<file path="config.mk">
export PLATFORM = sky130hd
export DESIGN_NAME = muldiv_sequencer
export DESIGN_NICKNAME = d
export VERILOG_FILES = /design/src/rtl/muldiv_sequencer.sv
export SDC_FILE = /design/constraint.sdc
export NUM_CORES = 1
export LEC_CHECK = 0
export CORE_ASPECT_RATIO = 0.7
export CORE_MARGIN = 3
export CORE_UTILIZATION = 45
export CTS_CLUSTER_SIZE = 12
export DETAILED_ROUTE_END_ITERATION = 7
export GPL_TIMING_DRIVEN = 1
export HOLD_SLACK_MARGIN = 0.03
export PLACE_DENSITY_LB_ADDON = 0.1
export REMOVE_ABC_BUFFERS = 1
export SYNTH_ARGS = -nofsm -noshare
export SYNTH_HDL_FRONTEND = slang
export SYNTH_SLANG_ARGS = --single-unit
</file>
<file path="constraint.sdc">
create_clock -name clk -period 3.9 [get_ports clk]
set_clock_uncertainty 0.1 [all_clocks]
set_input_delay 0.585 -clock clk [delete_from_list [all_inputs] [get_ports clk]]
set_output_delay 0.585 -clock clk [all_outputs]
set_load 0.01 [all_outputs]
</file>
<file path="src/rtl/muldiv_sequencer.sv">
`default_nettype none
// ============================================================================
//  Module   : muldiv_sequencer
//  Purpose  : Iterative RV32M multiply/divide unit. It runs one shift-add
//             (multiply) or one restoring shift-subtract (divide) step per
//             cycle on operand magnitudes. A FIX cycle then applies the result
//             signs, and a DONE cycle presents the result.
//  Ports    : clk, rst                 - clock, synchronous active-high reset
//             start_ex, funct3_ex      - op request and RV32M funct3
//             src_a, src_b             - operands, sampled only at accept
//             busy, stall, done        - status; stall freezes IF/ID/EX
//             result                   - registered result
//  Config   : `define MULDIV_DIV_EN enables the divide datapath. Without it,
//             ops 4-7 return 0 after FIX/DONE.
//  Revision : 1.0 - initial release
// ============================================================================
module muldiv_sequencer (
   input  logic        clk,
   input  logic        rst,
   input  logic        start_ex,
   input  logic [2:0]  funct3_ex,
   input  logic [31:0] src_a,
   input  logic [31:0] src_b,
   output logic        busy,
   output logic        stall,
   output logic        done,
   output logic [31:0] result
);

   typedef enum logic [2:0] {
      S_IDLE = 3'd0,
      S_MUL  = 3'd1,
      S_DIV  = 3'd2,
      S_FIX  = 3'd3,
      S_DONE = 3'd4
   } state_t;

   state_t      state_q;
   logic [5:0]  cnt_q;
   logic [2:0]  op_q;
   logic [31:0] opnd_q;   // multiplicand (MUL) or divisor (DIV) magnitude
   logic [63:0] acc_q;    // product, or {remainder, quotient} for divide
   logic        neg_q;    // product / quotient must be negated in FIX
   logic        done_q;
   logic [31:0] result_q;
`ifdef MULDIV_DIV_EN
   logic        rem_neg_q; // remainder takes the dividend sign
   logic        div0_q;    // divide-by-zero: quotient is all-ones, not negated
`endif

   // Operand sign handling at accept time
   logic        a_signed_d, b_signed_d, a_neg_d, b_neg_d;
   logic [31:0] mag_a_d, mag_b_d;

   always_comb begin
      if (funct3_ex[2]) begin
         a_signed_d = ~funct3_ex[0];           // DIV/REM signed, DIVU/REMU not
         b_signed_d = ~funct3_ex[0];
      end else begin
         a_signed_d = (funct3_ex != 3'd3);     // MUL, MULH, MULHSU
         b_signed_d = (funct3_ex[1] == 1'b0);  // MUL, MULH
      end
      a_neg_d = a_signed_d & src_a[31];
      b_neg_d = b_signed_d & src_b[31];
      mag_a_d = a_neg_d ? (~src_a + 32'd1) : src_a;
      mag_b_d = b_neg_d ? (~src_b + 32'd1) : src_b;
   end

   // Right-shifting multiplier: the multiplier sits in acc_q[31:0] and
   // drains out as the partial product fills acc_q[63:32].
   logic [32:0] mul_sum_d;
   logic [63:0] mul_next_d;
   assign mul_sum_d  = {1'b0, acc_q[63:32]} + (acc_q[0] ? {1'b0, opnd_q} : 33'd0);
   assign mul_next_d = {mul_sum_d, acc_q[31:1]};

`ifdef MULDIV_DIV_EN
   // Restoring divider: the partial remainder is always below the divisor,
   // so the 33-bit shifted value minus the divisor never wraps when it is
   // non-negative, and bit 32 is a clean borrow flag.
   logic [32:0] div_shift_d, div_diff_d;
   logic [63:0] div_next_d;
   assign div_shift_d = {acc_q[63:32], acc_q[31]};
   assign div_diff_d  = div_shift_d - {1'b0, opnd_q};
   assign div_next_d  = div_diff_d[32] ? {div_shift_d[31:0], acc_q[30:0], 1'b0}
                                       : {div_diff_d[31:0],  acc_q[30:0], 1'b1};
`endif

   // Sign fix-up and result select, used in the FIX state
   logic [63:0] prod_fix_d;
   logic [31:0] fix_res_d;
`ifdef MULDIV_DIV_EN
   logic [31:0] quot_fix_d, rem_fix_d;
`endif

   always_comb begin
      prod_fix_d = neg_q ? (~acc_q + 64'd1) : acc_q;
      fix_res_d  = (op_q == 3'd0) ? prod_fix_d[31:0] : prod_fix_d[63:32];
`ifdef MULDIV_DIV_EN
      quot_fix_d = (neg_q & ~div0_q) ? (~acc_q[31:0] + 32'd1) : acc_q[31:0];
      rem_fix_d  = rem_neg_q ? (~acc_q[63:32] + 32'd1) : acc_q[63:32];
      if (op_q[2]) begin
         fix_res_d = op_q[1] ? rem_fix_d : quot_fix_d;
      end
`else
      if (op_q[2]) begin
         fix_res_d = 32'h0;
      end
`endif
   end

   always_ff @(posedge clk) begin
      if (rst) begin
         state_q   <= S_IDLE;
         cnt_q     <= 6'd0;
         op_q      <= 3'd0;
         opnd_q    <= 32'h0;
         acc_q     <= 64'h0;
         neg_q     <= 1'b0;
         done_q    <= 1'b0;
         result_q  <= 32'h0;
`ifdef MULDIV_DIV_EN
         rem_neg_q <= 1'b0;
         div0_q    <= 1'b0;
`endif
      end else begin
         done_q <= 1'b0;
         case (state_q)
            S_IDLE: begin
               if (start_ex) begin
                  op_q  <= funct3_ex;
                  cnt_q <= 6'd0;
                  neg_q <= a_neg_d ^ b_neg_d;
                  if (!funct3_ex[2]) begin
                     opnd_q  <= mag_a_d;
                     acc_q   <= {32'h0, mag_b_d};
                     state_q <= S_MUL;
                  end else begin
`ifdef MULDIV_DIV_EN
                     opnd_q    <= mag_b_d;
                     rem_neg_q <= a_neg_d;
                     if (src_b == 32'h0) begin
                        // |a| re-signed by FIX gives back src_a as remainder
                        div0_q  <= 1'b1;
                        acc_q   <= {mag_a_d, 32'hFFFF_FFFF};
                        state_q <= S_FIX;
                     end else begin
                        div0_q  <= 1'b0;
                        acc_q   <= {32'h0, mag_a_d};
                        state_q <= S_DIV;
                     end
`else
                     state_q <= S_FIX;
`endif
                  end
               end
            end
            S_MUL: begin
               acc_q <= mul_next_d;
               if (cnt_q == 6'd31) begin
                  cnt_q   <= 6'd0;
                  state_q <= S_FIX;
               end else begin
                  cnt_q <= cnt_q + 6'd1;
               end
            end
            S_DIV: begin
`ifdef MULDIV_DIV_EN
               acc_q <= div_next_d;
               if (cnt_q == 6'd31) begin
                  cnt_q   <= 6'd0;
                  state_q <= S_FIX;
               end else begin
                  cnt_q <= cnt_q + 6'd1;
               end
`else
               state_q <= S_IDLE;
`endif
            end
            S_FIX: begin
               result_q <= fix_res_d;
               done_q   <= 1'b1;
               state_q  <= S_DONE;
            end
            S_DONE: begin
               state_q <= S_IDLE;
            end
            default: begin
               state_q <= S_IDLE;
            end
         endcase
      end
   end

   assign busy   = (state_q != S_IDLE);
   assign done   = done_q;
   assign result = result_q;
   // A request in IDLE stalls the pipe immediately; the DONE cycle releases it.
   assign stall  = (start_ex & ~busy) | (busy & ~done_q);

endmodule
`default_nettype wire

</file>
==> flow_metrics.env <==
export IMPL_pwr_share_comb_pct=20.1
export IMPL_cts_tree="built"
export IMPL_cts_resized=0
export IMPL_ys_types=66
export IMPL_n_antenna_cell=0
export IMPL_async_reset_ff_share_pct=0
export IMPL_clk_latency_ns=0.43
export IMPL_end_kind="register"
export IMPL_peakVddDrop_mv=0.3223
export IMPL_power_leakage_nw=4.418
export IMPL_vias_per_cell=5.935
export IMPL_post_cts_setup_buffers=0
export IMPL_place_gp_congestion=0.9441
export IMPL_critical_path_class="register to register"
export IMPL_grt_pass1_wl_um=48180
export IMPL_setup_viol=0
export IMPL_first_global_vias=8959
export IMPL_core_area_um2=21200
export IMPL_num_vias=9846
export IMPL_cts_inserted_buffers=17
export IMPL_outcome="finished clean"
export IMPL_worstMarginPinSlew_ns=1.245
export IMPL_cts_max_level=4
export IMPL_dieArea_um2=23930
export IMPL_setup_worst_path_start_class="register"
export IMPL_synth_area_per_cell_um2=7.651
export IMPL_cts_sinks=142
export IMPL_rsz0062_at_grt="false"
export IMPL_ant_nets=0
export IMPL_track_usage_pct=25.19
export IMPL_power_share_clock_pct=41.7
export IMPL_crit_fanout=3
export IMPL_ys_warn_count=0
export IMPL_grt_ovfl_total=0
export IMPL_post_drt_wl_per_cell_um=18.05
export IMPL_ys_seq_elements=142
export IMPL_wirelength_um=29950
export IMPL_drt_pass1_iter_count=5
export IMPL_antenna_found_initial=0
export IMPL_die_h_um=130.3
export IMPL_cap_violations=0
export IMPL_period_share_pct=87.15
export IMPL_hold_viol=0
export IMPL_relSlewSlack_pct=16.45
export IMPL_synth_edf_count=0
export IMPL_ioPinCount=105
export IMPL_cts_max_path_buffers=2
export IMPL_fin_nets=1479
export IMPL_swShare_pct=29.40
export IMPL_p_seq_share_pct=38.2
export IMPL_rows=44
export IMPL_clk_pin_slew_ns=0.06
export IMPL_synth_flop_cell="dfxtp_1"
export IMPL_postCtsHoldBufs=0
export IMPL_dpl_hpwl_um=23060
export IMPL_initial_core_util_pct=46.89
export IMPL_io_buffers=104
export IMPL_clockRootBuffer="clkbuf_16"
export IMPL_drt_initial_drc_count=921
export IMPL_worstHoldPathType="register to register"
export IMPL_cp_arrival_ns=3.62
export IMPL_syn_to_final_growth_pct=19.64
export IMPL_whs_ns=0.3537
export IMPL_drc=0
export IMPL_grt_max_degree=66
export IMPL_drv_slew=0
export IMPL_power_density_nw_per_um2=349.3
export IMPL_required_ns=4.12
export IMPL_max_freq_mhz=294.2
export IMPL_syn_area_um2=9938
export IMPL_p_int_mw=2.932
export IMPL_ys_seq_area_share_pct=28.60
export IMPL_final_min_clock_period_ns=3.399
export IMPL_fp_dieW_um=183.6
export IMPL_netlist_instances=1299
export IMPL_final_layout_size_suffix_gt1_share_pct=6.580
export IMPL_fin_tns_setup_ns=0
export IMPL_p_switching_mw=1.221
==> cell usage after synthesis (6+ instances only) <==
| cell type | count | share of area (%) |
|---|---|---|
| and2_1 | 36 | 2.3 |
| nand2_1 | 123 | 4.6 |
| nand2b_1 | 11 | 0.69 |
| nor4_1 | 14 | 0.88 |
| o31ai_1 | 27 | 2.0 |
| o21ai_1 | 6 | 0.30 |
| o41ai_1 | 10 | 0.88 |
| or2_2 | 8 | 0.50 |
| o21ai_0 | 71 | 3.6 |
| a22oi_1 | 40 | 3.0 |
| or4_1 | 13 | 0.98 |
| nor3_1 | 30 | 1.5 |
| o221ai_1 | 6 | 0.53 |
| nand3b_1 | 11 | 0.83 |
| mux2i_1 | 9 | 0.91 |
| ha_1 | 36 | 4.5 |
| dfxtp_1 | 142 | 29 |
| nor3b_1 | 6 | 0.45 |
| a21o_1 | 13 | 0.98 |
| inv_1 | 26 | 0.98 |
| xnor2_1 | 61 | 5.4 |
| a31oi_1 | 10 | 0.63 |
| nor2b_1 | 7 | 0.44 |
| clkbuf_1 | 69 | 2.6 |
| a211oi_1 | 31 | 2.3 |
| buf_1 | 10 | 0.38 |
| nand3_1 | 32 | 1.6 |
| a311oi_1 | 10 | 0.88 |
| o211ai_1 | 6 | 0.45 |
| xor2_1 | 69 | 6.1 |
| a21oi_1 | 125 | 6.3 |
| a22o_1 | 19 | 1.7 |
| nand4_1 | 8 | 0.50 |
| nor2_1 | 117 | 4.4 |
| o21bai_1 | 7 | 0.53 |
| or3_1 | 20 | 1.3 |
==> registers in the layout, summed over array words and instances (netlist names) <==
signal   count
opnd_q      32
done         1
state_q      3
cnt_q        6
result      32
neg_q        1
acc_q       64
op_q         3
==> layer usage <==
| metal | up-vias | GRT usage, % | wire (µm) |
|---|---|---|---|
| met5 | - | 0 | 0 |
| met4 | 0 | 4.969 | 240 |
| met3 | 18 | 5.071 | 1950 |
| met2 | 293 | 34.67 | 11820 |
| met1 | 4648 | 39.97 | 15940 |
| li1 | 4887 | - | - |
==> cell families (layout without fill, tap and decap cells) <==
| logic type | count (synthesis) | count (layout) | share of synthesized area [%] |
|---|---|---|---|
| AO/OA/AOI/OAI | 413 | 413 | 26.87 |
| XOR/XNOR | 130 | 130 | 11.46 |
| adder cells (fa/ha/maj) | 37 | 37 | 4.734 |
| buffers and inverters | 110 | 194 | 4.281 |
| flip-flops | 142 | 142 | 28.60 |
| multiplexers | 11 | 11 | 1.133 |
| AND/OR/NAND/NOR | 456 | 456 | 22.93 |
==> layout by cell type, fill, tap and decap left out, types with 14 or more instances in the layout <==
cell type / netlist / layout
a211oi_1: 31 / 31
a21oi_1: 125 / 125
a22o_1: 19 / 19
a22oi_1: 40 / 40
and2_1: 36 / 36
buf_4: 0 / 34
clkbuf_16: 0 / 17
clkdlybuf4s50_1: 0 / 103
dfxtp_1: 142 / 141
ha_1: 36 / 36
inv_1: 26 / 26
nand2_1: 123 / 123
nand3_1: 32 / 32
nor2_1: 117 / 115
nor3_1: 30 / 29
nor4_1: 14 / 14
o21ai_0: 71 / 71
o31ai_1: 27 / 27
or3_1: 20 / 20
xnor2_1: 61 / 61
xor2_1: 69 / 69
==> metrics by stage <==
stage	power, mW	util, %	setup slack, ns	instance area, µm²	instances
4_1_cts	4.155	56.10	0.5206	11890	1659
2_1_floorplan	2.092	-	-2.015	9610	1215
3_3_place_gp	2.428	53.22	0.4081	11280	1629
5_1_grt	4.336	56.10	0.2080	11890	1659
3_5_place_dp	2.437	53.22	0.3304	11280	1629
6_report	4.153	56.10	0.5010	11890	1659
==> layout make-up <==
| cell class | count | area [µm²] |
|---|---|---|
| inverters | 26 | 97.59 |
| flip-flops and latches | 142 | 2844 |
| fillers | 2014 | 9305 |
| repair buffers | 138 | 1306 |
| clock inverters | 11 | 166.4 |
| multi-input cells | 1047 | 6688 |
| well taps | 276 | 345.3 |
| clock buffers | 19 | 442.9 |
==> critical path: stages, from the launching register on <==
cell       delay (ns)
dfxtp_1          0.35
and2_1           0.13
ha_1             0.17
inv_1            0.06
fa_1             0.40
nor2b_1          0.17
o2111ai_1        0.19
a211oi_1         0.32
a2111oi_0        0.14
o41ai_1          0.64
a31o_2           0.34
xor2_1           0.08
a22o_1           0.20
==> path summary, 6_finish.rpt <==
kind / start / to / slack, ns / depth (start not counted)
setup / recovery: acc_q[0]$_SDFFE_PP0P_ / acc_q[55]$_SDFFE_PP0P_ / 0.50 / 12
hold / removal: opnd_q[0]$_SDFFE_PP0P_ / opnd_q[0]$_SDFFE_PP0P_ / 0.35 / 2
setup reg to reg: acc_q[0]$_SDFFE_PP0P_ / acc_q[55]$_SDFFE_PP0P_ / 0.50 / 12
hold reg to reg: opnd_q[0]$_SDFFE_PP0P_ / opnd_q[0]$_SDFFE_PP0P_ / 0.35 / 2
==> power groups by stage <==
stage / clock network, mW / logic, mW / registers [mW]
3_3_place_gp: 0 / 0.814 / 1.61
5_1_grt: 1.82 / 0.927 / 1.59
2_1_floorplan: 0 / 0.495 / 1.60
6_report: 1.73 / 0.836 / 1.58
3_5_place_dp: 0 / 0.822 / 1.62
4_1_cts: 1.75 / 0.826 / 1.58
(Power assumes the default switching activity.)
